**src/rtl/nibble_serial_adder_ctrl_pkg.sv**
```systemverilog
// Shared types and constants for the nibble-serial adder sequencer.
package nibble_serial_adder_ctrl_pkg;

  localparam int NIBBLE_W = 4;

  typedef enum logic [1:0] {
    IDLE = 2'b00,
    RUN  = 2'b01,
    DONE = 2'b10
  } state_e;

endpackage

```
**src/rtl/nibble_serial_adder_ctrl_if.sv**
```systemverilog
// Client-facing start/busy/done handshake and operand/result bus.
interface nibble_serial_adder_ctrl_if
  import nibble_serial_adder_ctrl_pkg::*;
#(
  parameter int NIBBLES = 4
);
  localparam int W = NIBBLE_W * NIBBLES;

  logic         start;
  logic [W-1:0] a;
  logic [W-1:0] b;
  logic         cin;
  logic         sub;
  logic         busy;
  logic         done;
  logic [W-1:0] sum;
  logic         cout;
  logic         overflow;

  modport master (
    output start, a, b, cin, sub,
    input  busy, done, sum, cout, overflow
  );

  modport slave (
    input  start, a, b, cin, sub,
    output busy, done, sum, cout, overflow
  );
endinterface

```
**src/rtl/fourbit_adder.sv**
```systemverilog
// Shared 4-bit adder slice with carry in and carry out.
module fourbit_adder
  import nibble_serial_adder_ctrl_pkg::*;
(
  input  logic [NIBBLE_W-1:0] a,
  input  logic [NIBBLE_W-1:0] b,
  input  logic                cin,
  output logic [NIBBLE_W-1:0] sum,
  output logic                carry
);
  assign {carry, sum} = {1'b0, a} + {1'b0, b} + {{NIBBLE_W{1'b0}}, cin};
endmodule

```
**src/rtl/nibble_serial_adder_ctrl.sv**
```systemverilog
// Wide add/subtract sequenced one nibble per clock through a single adder slice.
module nibble_serial_adder_ctrl
  import nibble_serial_adder_ctrl_pkg::*;
#(
  parameter int NIBBLES = 4
) (
  input  logic                       clk,
  input  logic                       rst,
  nibble_serial_adder_ctrl_if.slave  bus
);
  localparam int W     = NIBBLE_W * NIBBLES;
  localparam int IDX_W = $clog2(NIBBLES);
  localparam logic [IDX_W-1:0] LAST_IDX = IDX_W'(NIBBLES - 1);

  typedef logic [NIBBLES-1:0][NIBBLE_W-1:0] word_t;

  state_e             state_q, state_d;
  word_t              a_q, a_d;
  word_t              b_q, b_d;
  word_t              acc_q, acc_d;
  logic [W-1:0]       sum_q, sum_d;
  logic [IDX_W-1:0]   idx_q, idx_d;
  logic               carry_q, carry_d;
  logic               cout_q, cout_d;
  logic               ovf_q, ovf_d;

  logic [NIBBLE_W-1:0] slice_sum;
  logic                slice_carry;

  fourbit_adder u_slice (
    .a     (a_q[idx_q]),
    .b     (b_q[idx_q]),
    .cin   (carry_q),
    .sum   (slice_sum),
    .carry (slice_carry)
  );

  always_ff @(posedge clk or posedge rst) begin
    if (rst) begin
      state_q <= IDLE;
      a_q     <= '0;
      b_q     <= '0;
      acc_q   <= '0;
      sum_q   <= '0;
      idx_q   <= '0;
      carry_q <= 1'b0;
      cout_q  <= 1'b0;
      ovf_q   <= 1'b0;
    end else begin
      state_q <= state_d;
      a_q     <= a_d;
      b_q     <= b_d;
      acc_q   <= acc_d;
      sum_q   <= sum_d;
      idx_q   <= idx_d;
      carry_q <= carry_d;
      cout_q  <= cout_d;
      ovf_q   <= ovf_d;
    end
  end

  always_comb begin
    state_d = state_q;
    a_d     = a_q;
    b_d     = b_q;
    acc_d   = acc_q;
    sum_d   = sum_q;
    idx_d   = idx_q;
    carry_d = carry_q;
    cout_d  = cout_q;
    ovf_d   = ovf_q;
    case (state_q)
      IDLE, DONE: begin
        state_d = IDLE;
        if (bus.start) begin
          // Subtraction is A + ~B + 1, so the slice never needs to know the mode.
          a_d     = bus.a;
          b_d     = bus.sub ? ~bus.b : bus.b;
          carry_d = bus.sub | bus.cin;
          idx_d   = '0;
          state_d = RUN;
        end
      end
      RUN: begin
        acc_d[idx_q] = slice_sum;
        carry_d      = slice_carry;
        if (idx_q == LAST_IDX) begin
          state_d = DONE;
          sum_d   = acc_d;
          cout_d  = slice_carry;
          ovf_d   = (a_q[NIBBLES-1][NIBBLE_W-1] == b_q[NIBBLES-1][NIBBLE_W-1]) &&
                    (slice_sum[NIBBLE_W-1] != a_q[NIBBLES-1][NIBBLE_W-1]);
        end else begin
          idx_d = idx_q + IDX_W'(1);
        end
      end
      default: state_d = IDLE;
    endcase
  end

  assign bus.busy     = (state_q == RUN);
  assign bus.done     = (state_q == DONE);
  assign bus.sum      = sum_q;
  assign bus.cout     = cout_q;
  assign bus.overflow = ovf_q;

endmodule

```
**src/flat_wrapper.sv**
```systemverilog
// flat-port wrapper written by rule: the top's interface ports become plain ports
module nibble_serial_adder_ctrl_flat import nibble_serial_adder_ctrl_pkg::*;
#(
  parameter int NIBBLES = 4
)
  (clk, rst, bus_start, bus_a, bus_b, bus_cin, bus_sub, bus_busy, bus_done, bus_sum, bus_cout, bus_overflow);
  nibble_serial_adder_ctrl_if #(.NIBBLES(NIBBLES)) bus_i ();
  input  logic clk;
  input  logic rst;
  input wire logic [$bits(bus_i.start)-1:0] bus_start;
  input wire logic [$bits(bus_i.a)-1:0] bus_a;
  input wire logic [$bits(bus_i.b)-1:0] bus_b;
  input wire logic [$bits(bus_i.cin)-1:0] bus_cin;
  input wire logic [$bits(bus_i.sub)-1:0] bus_sub;
  output wire logic [$bits(bus_i.busy)-1:0] bus_busy;
  output wire logic [$bits(bus_i.done)-1:0] bus_done;
  output wire logic [$bits(bus_i.sum)-1:0] bus_sum;
  output wire logic [$bits(bus_i.cout)-1:0] bus_cout;
  output wire logic [$bits(bus_i.overflow)-1:0] bus_overflow;
  assign bus_i.start = bus_start;
  assign bus_i.a = bus_a;
  assign bus_i.b = bus_b;
  assign bus_i.cin = bus_cin;
  assign bus_i.sub = bus_sub;
  assign bus_busy = bus_i.busy;
  assign bus_done = bus_i.done;
  assign bus_sum = bus_i.sum;
  assign bus_cout = bus_i.cout;
  assign bus_overflow = bus_i.overflow;
  nibble_serial_adder_ctrl #(.NIBBLES(NIBBLES)) u_core (.clk(clk), .rst(rst), .bus(bus_i));
endmodule
```
**config.mk**
```make
export PLATFORM = sky130hd
export DESIGN_NAME = nibble_serial_adder_ctrl_flat
export DESIGN_NICKNAME = d
export VERILOG_FILES = /design/src/rtl/nibble_serial_adder_ctrl_pkg.sv /design/src/rtl/nibble_serial_adder_ctrl_if.sv /design/src/rtl/fourbit_adder.sv /design/src/rtl/nibble_serial_adder_ctrl.sv /design/src/flat_wrapper.sv
export SDC_FILE = /design/constraint.sdc
export NUM_CORES = 1
export LEC_CHECK = 0
export BUFFER_PORTS_ARGS = -buffer_cell sky130_fd_sc_hd__clkbuf_2
export CAP_MARGIN = 40
export CORE_UTILIZATION = 45
export DETAILED_ROUTE_END_ITERATION = 16
export GPL_ROUTABILITY_DRIVEN = 1
export MAX_ROUTING_LAYER = met4
export PLACE_DENSITY = 0.72
export SLEW_MARGIN = 20
export SYNTH_ARGS = -nofsm -noshare
export SYNTH_HDL_FRONTEND = slang
export SYNTH_SLANG_ARGS = --single-unit
export TNS_END_PERCENT = 10
```
**constraint.sdc**
```tcl
create_clock -name clk -period 2.8 [get_ports clk]
set_input_delay 0.14 -clock clk [delete_from_list [all_inputs] [get_ports clk]]
set_output_delay 0.14 -clock clk [all_outputs]
set_load 0.01 [all_outputs]
```
==> flow_summary.ini, run 1 <==
[power]
switching_power_w = 0.00206
p_seq_frac = 0.336
switching_share = 0.404
power_frac_comb = 0.505
powerDensity_mw_per_mm2 = 1340
internal_power_w = 0.00304
leakage_nw = 1.79
clkPwrFrac = 0.159
peakVddDrop_mv = 0.595

[critical_path]
end_kind = register
critPathKind = register to register
required_ns = 3.01
crit_fanout = 4
crit_path_start_kind = register
worstPathArrival_ns = 2.61

[drt]
vias_per_cell = 4.91
wl_per_cell_um = 13.8
ant_nets = 0
vias = 2159
drc = 0
firstDrtPassIters = 4
wirelength_mm = 6.08
drtIter0Drc = 65

[timing]
setup_ws_ns = 0.398
min_period_ns = 2.40
rsz0062_at_grt = false
finalClockSkew_ns = 0.00727
final_max_slew_viol_count = 0
setup_violations = 0
worst_pin_slew_ns = 0.577
fin_setup_tns_ns = 0
fmax_mhz = 416
post-route-period-util = 0.858
slew-limit-headroom = 0.615
hold_violations = 0

[global_routing]
grt_overflow = 0
grt_pass1_vias = 2065
grt_max_degree = 31
grt_pass1_wl_mm = 10.3
grtUsageTotal = 0.193
antenna_found_initial = 0

[clock_network]
htreeDepth = 3
cts_tree = done
postCtsSetupBuffers = 0
cts_buffer_depth = 2
cts.sinks = 67
cts_buffers = 9
clock-root-buffer = clkbuf_8
clkTransAtPathRegs_ns = 0.07
clk_latency_ns = 0.35

[floorplan]
rows = 30
die_h_um = 86.6
io-pin-count = 57
die_area_sq_mm = 0.00749
start_util = 0.471
chipWidth_um = 86.6
core_sq_mm = 0.00683

[yosys]
ys.flop_type = dfrtp_1
postSynthCellCount = 282
ys_ff_latch = 67
yosysSeqAreaShare = 0.521
yosys_warnings = 0
synthArstFlopShare = 1.00
post_synth_num_cell_types = 33
yosysTopAreaCell = dfrtp_1
syn_area_sq_mm = 0.00322
ys_top_cells_by_count = dfrtp_1 (67), nand2_1 (50), o21ai_0 (38), mux2_2 (19), xnor2_1 (17)
synth.top_cells.by_area = dfrtp_1 (52%), mux2_2 (6.7%), o21ai_0 (5.9%)
synth_nets = 328
synth-edff-count = 0
avgSynthCellArea_sq_um = 11.4
synth.top_cell.area_share = 0.521
yosysMostFrequentCell = dfrtp_1

[finish]
antenna_cells = 0
final_cell_count_no_fill = 440
area_growth_pct = 18.2
layout-drive-gt1-share = 0.328
fillers = 621
layout.nets = 385

[place]
hpwl_mm = 4.52
dp_cells = 423
port_buffers = 56
preCtsSetupSlack_ns = 0.394
gp_congestion = 0.759

[run_status]
outcome = completed

[worst_hold_path]
min_path_type = input pin to register

[flow_run]
cap_violations = 0
-- through the flow --
step	power [W]	hold WS (ns)	instance area, sq um	util
2_1_floorplan	0.00367	0.290	3220	-
4_1_cts	0.00518	0.00628	3800	0.556
3_3_place_gp	0.00423	0.369	3540	0.518
6_report	0.00510	0.0186	3800	0.556
3_5_place_dp	0.00436	0.147	3590	0.525
5_1_grt	0.00555	0.0150	3800	0.556
-- sequential cells by signal, summed over array words and instances, names as in the netlist --
signal,count
u_core.acc_q,12
u_core.idx_q,2
u_core.carry_q,1
u_core.state_q,2
u_core.bus.cout,1
u_core.a_q,16
u_core.bus.overflow,1
u_core.b_q,16
u_core.bus.sum,16
-- placed cells by master, fill, tap and decap left out, types with 4 or more instances in the layout --
cell and instances:
dfrtp_1 67, mux2_2 19, o21ai_0 38, inv_1 7, xnor2_1 17, nand3_1 4, buf_4 5, o21ai_1 7
ha_1 7, clkbuf_8 10, mux4_2 8, nand2_1 50, clkbuf_2 56, nor2b_1 6, mux2i_1 10, nor2_1 4
-- kinds of logic after synthesis --
group / share of synthesized area
compound gates: 0.0879
xor+xnor: 0.0541
fa+ha+maj: 0.0397
buf+inv: 0.0471
flops: 0.521
mux: 0.154
simple gates: 0.0965
-- power by group through the flow --
stage          Sequential, W  Combinational, W  Clock (W)
2_1_floorplan        0.00169           0.00198          0
3_3_place_gp         0.00172           0.00251          0
3_5_place_dp         0.00174           0.00262          0
4_1_cts              0.00172           0.00263   0.000829
5_1_grt              0.00177           0.00290   0.000870
6_report             0.00172           0.00258   0.000812
-- worst max-delay path, cell delays in order, from the launching register on --
cell	delay (ns)
dfrtp_1	0.42
mux4_2	0.54
fa_1	0.44
inv_1	0.09
fa_1	0.24
nor2b_1	0.07
o21ai_0	0.11
nor2b_1	0.25
o21ai_0	0.12
-- repair_timing --
| action | 4_1_cts | 5_1_grt |
|---|---|---|
| hold buffers | 1 | 0 |
| endpoints found under the setup margin | 0 | 0 |
| gates resized for setup | 0 | 0 |
| endpoints found under the hold margin | 17 | 0 |
-- cell type report --
class                           instances  area (sq um)  share of cell area
Sequential cell                        67          1680               0.441
Multi-Input combinational cell        188          1390               0.366
Timing Repair Buffer                   64           375              0.0987
Clock buffer                           10           138              0.0362
Tap cell                               96           120              0.0316
Clock inverter                          6          63.8              0.0168
Inverter                                9          36.3             0.00955
-- final timing paths --
check | cells past startpoint | end | start | slack [ns]
max | 8 | u_core.bus.cout | u_core.idx_q[0] | 0.40
min reg2reg | 2 | u_core.b_q[14] | u_core.b_q[14] | 0.48
min in group asynchronous | 3 | u_core.bus.sum[11] | rst | 0.32
min | 2 | u_core.a_q[7] | bus_a[7] | 0.02
max reg2reg | 8 | u_core.bus.cout | u_core.idx_q[0] | 0.40
max in group asynchronous | 5 | u_core.b_q[11] | rst | 1.79
-- metal layers --
| layer | up-vias | GRT usage | routed length, um |
|---|---|---|---|
| li1 | 1066 | - | - |
| met1 | 1029 | 0.248 | 2790 |
| met2 | 54 | 0.289 | 2860 |
| met3 | 10 | 0.0524 | 302 |
| met4 | 0 | 0.0864 | 126 |
| met5 | - | - | 0 |
No activity file was read; power rests on OpenSTA's default activity.
==> run 2: changes to the inputs <==
MAX_ROUTING_LAYER = unset   (was met4)
SYNTH_HIERARCHICAL = 1   (was unset)
==> run 2 against run 1 <==
Compared with the run above:
- register-to-register slack got worse by 0.18 ns
- worst setup slack got worse by 0.18 ns
- critical path type unchanged
- largest power group unchanged
- cell count decreased by 5.2%
- clock skew increased by 0.0019 ns
- die area increased by 3.9%
==> flow_summary.ini, run 2 <==
[global_routing]
grt_overflow = 0
grt_pass1_vias = 1994
antenna_found_initial = 0
grt_max_degree = 53
grt_pass1_wl_mm = 9.76
grtUsageTotal = 0.171

[yosys]
syn_area_sq_mm = 0.00335
synth-edff-count = 0
synth_compound_area_frac = 0.0557
synth_top_family_by_area = multiplexers
ys.flop_type = dfrtp_1
yosys_warnings = 6
avgSynthCellArea_sq_um = 13.1
ys_ff_latch = 67
yosysTopAreaCell = dfrtp_1
synth.top_cell.area_share = 0.501
synthXorXnorAreaFrac = 0.0471
yosys.area_share.simple = 0.0751
yosysSeqAreaShare = 0.501
yosysMostFrequentCell = dfrtp_1
postSynthCellCount = 256
post_synth_num_cell_types = 35
synthArstFlopShare = 1.00
synthMuxAreaShare = 0.235
ys_top_cells_by_count = dfrtp_1 (67), o21ai_0 (32), nand2_1 (31), mux2_4 (28), xnor2_1 (18)
synth_fa_ha_area_frac = 0.0381
synth_nets = 302
synth.top_cells.by_area = dfrtp_1 (50%), mux2_4 (13%), mux4_2 (5.4%)

[timing]
fmax_mhz = 387
slew-limit-headroom = 0.594
worst_pin_slew_ns = 0.608
rsz0062_at_grt = false
hold_violations = 0
finalClockSkew_ns = 0.00915
final_max_slew_viol_count = 0
fin_setup_tns_ns = 0
setup_violations = 0
post-route-period-util = 0.923
min_period_ns = 2.58

[drt]
ant_nets = 0
drtIter0Drc = 54
drc = 0
vias_per_cell = 4.79
wirelength_mm = 5.69
vias = 1998
firstDrtPassIters = 4
wl_per_cell_um = 13.6

[finish]
final_cell_mix = dfrtp_1 (67), clkbuf_2 (56), o21ai_0 (32), nand2_1 (31), mux2_4 (28)
fillers = 638
final_cell_count_no_fill = 417
final_common_cell = dfrtp_1
antenna_cells = 0
layout.nets = 361
layout-drive-gt1-share = 0.403
area_growth_pct = 16.7

[power]
leakage_nw = 1.96
peakVddDrop_mv = 0.500
powerDensity_mw_per_mm2 = 1420

[floorplan]
die_h_um = 88.2
rows = 31
die_area_sq_mm = 0.00779
core_sq_mm = 0.00721
start_util = 0.464
chipWidth_um = 88.2
io-pin-count = 57

[place]
port_buffers = 56
dp_cells = 402
hpwl_mm = 4.17
gp_congestion = 0.756

[flow_run]
cap_violations = 0

[critical_path]
r2r_setup_slack_ns = 0.22
crit_path_start_kind = register
required_ns = 3.02
critPathKind = register to register
end_kind = register
worstPathArrival_ns = 2.80
crit_fanout = 7

[clock_network]
clkTransAtPathRegs_ns = 0.07
htreeDepth = 3
cts_tree = done
clk_latency_ns = 0.34
cts.sinks = 67
post_cts_resized = 0
cts_buffers = 9
cts_buffer_depth = 2
clock-root-buffer = clkbuf_8

[worst_hold_path]
min_path_type = input pin to register

[run_status]
outcome = completed
-- run 2: final cells by class --
type,instances,area [sq um],area share
Clock inverter,2,35.0,0.00897
Multi-Input combinational cell,163,1510,0.386
Timing Repair Buffer,65,363,0.0929
Clock buffer,12,165,0.0423
Sequential cell,67,1680,0.429
Inverter,9,33.8,0.00865
Tap cell,99,124,0.0317
-- run 2: path summary, 6_finish.rpt --
| check | depth (start not counted) | to | from |
|---|---|---|---|
| hold reg to reg | 2 | u_core/bus.sum[10] | u_core/bus.sum[10] |
| setup / recovery | 8 | u_core/bus.cout | u_core/idx_q[0] |
| min in group asynchronous | 3 | u_core/a_q[12] | rst |
| max in group asynchronous | 4 | u_core/bus.sum[0] | rst |
| setup reg to reg | 8 | u_core/bus.cout | u_core/idx_q[0] |
| hold / removal | 2 | u_core/a_q[7] | bus_a[7] |
-- run 2: report_power, final --
group	leakage [nW]	switching, W	internal (W)	total [W]
sequential	0.814	0.000305	0.00145	0.00176
combinational	1.04	0.00143	0.00155	0.00299
clock	0.104	0.000333	0.000473	0.000805
total	1.96	0.00207	0.00348	0.00555
-- run 2: metrics by stage --
stage	instance area [sq um]	setup WS [ns]	utilization	total power, W	hold slack [ns]
after floorplan	3350	0.0967	-	0.00398	0.289
after global placement	3680	0.308	0.510	0.00467	0.375
after detailed placement	3700	0.244	0.512	0.00477	0.183
after CTS	3910	0.228	0.542	0.00559	0.0189
after global routing	3910	0.0461	0.542	0.00599	0.0136
final	3910	0.216	0.542	0.00555	0.0336
-- run 2: critical path, stage by stage, from the launching register on --
cell and delay [ns]:
dfrtp_1 0.53, mux4_2 0.57, fa_1 0.46, inv_1 0.08
fa_1 0.22, nor2b_1 0.06, o21ai_0 0.20, nand2b_1 0.10
mux2_2 0.26
-- run 2: logic make-up (layout without fill, tap and decap cells) --
| family | count (synthesis) | in the layout |
|---|---|---|
| DFF | 67 | 67 |
| adders and majority gates | 9 | 9 |
| AOI/OAI and AO/OA | 36 | 36 |
| and+or+nand+nor | 46 | 46 |
| xor gates and xnor gates | 18 | 18 |
| buffers and inverters | 26 | 88 |
| muxes | 54 | 54 |
-- run 2: repair_timing --
item                      CTS  global route
hold endpoints to repair   18             0
hold buffers                1             0
setup buffers               0             0
-- run 2: per-layer routing --
layer	global-route usage	vias to the layer above	wire, um
li1	-	988	-
met1	0.227	950	2710
met4	0.0572	0	65
met5	0	-	0
met2	0.267	55	2660
met3	0.0560	5	255
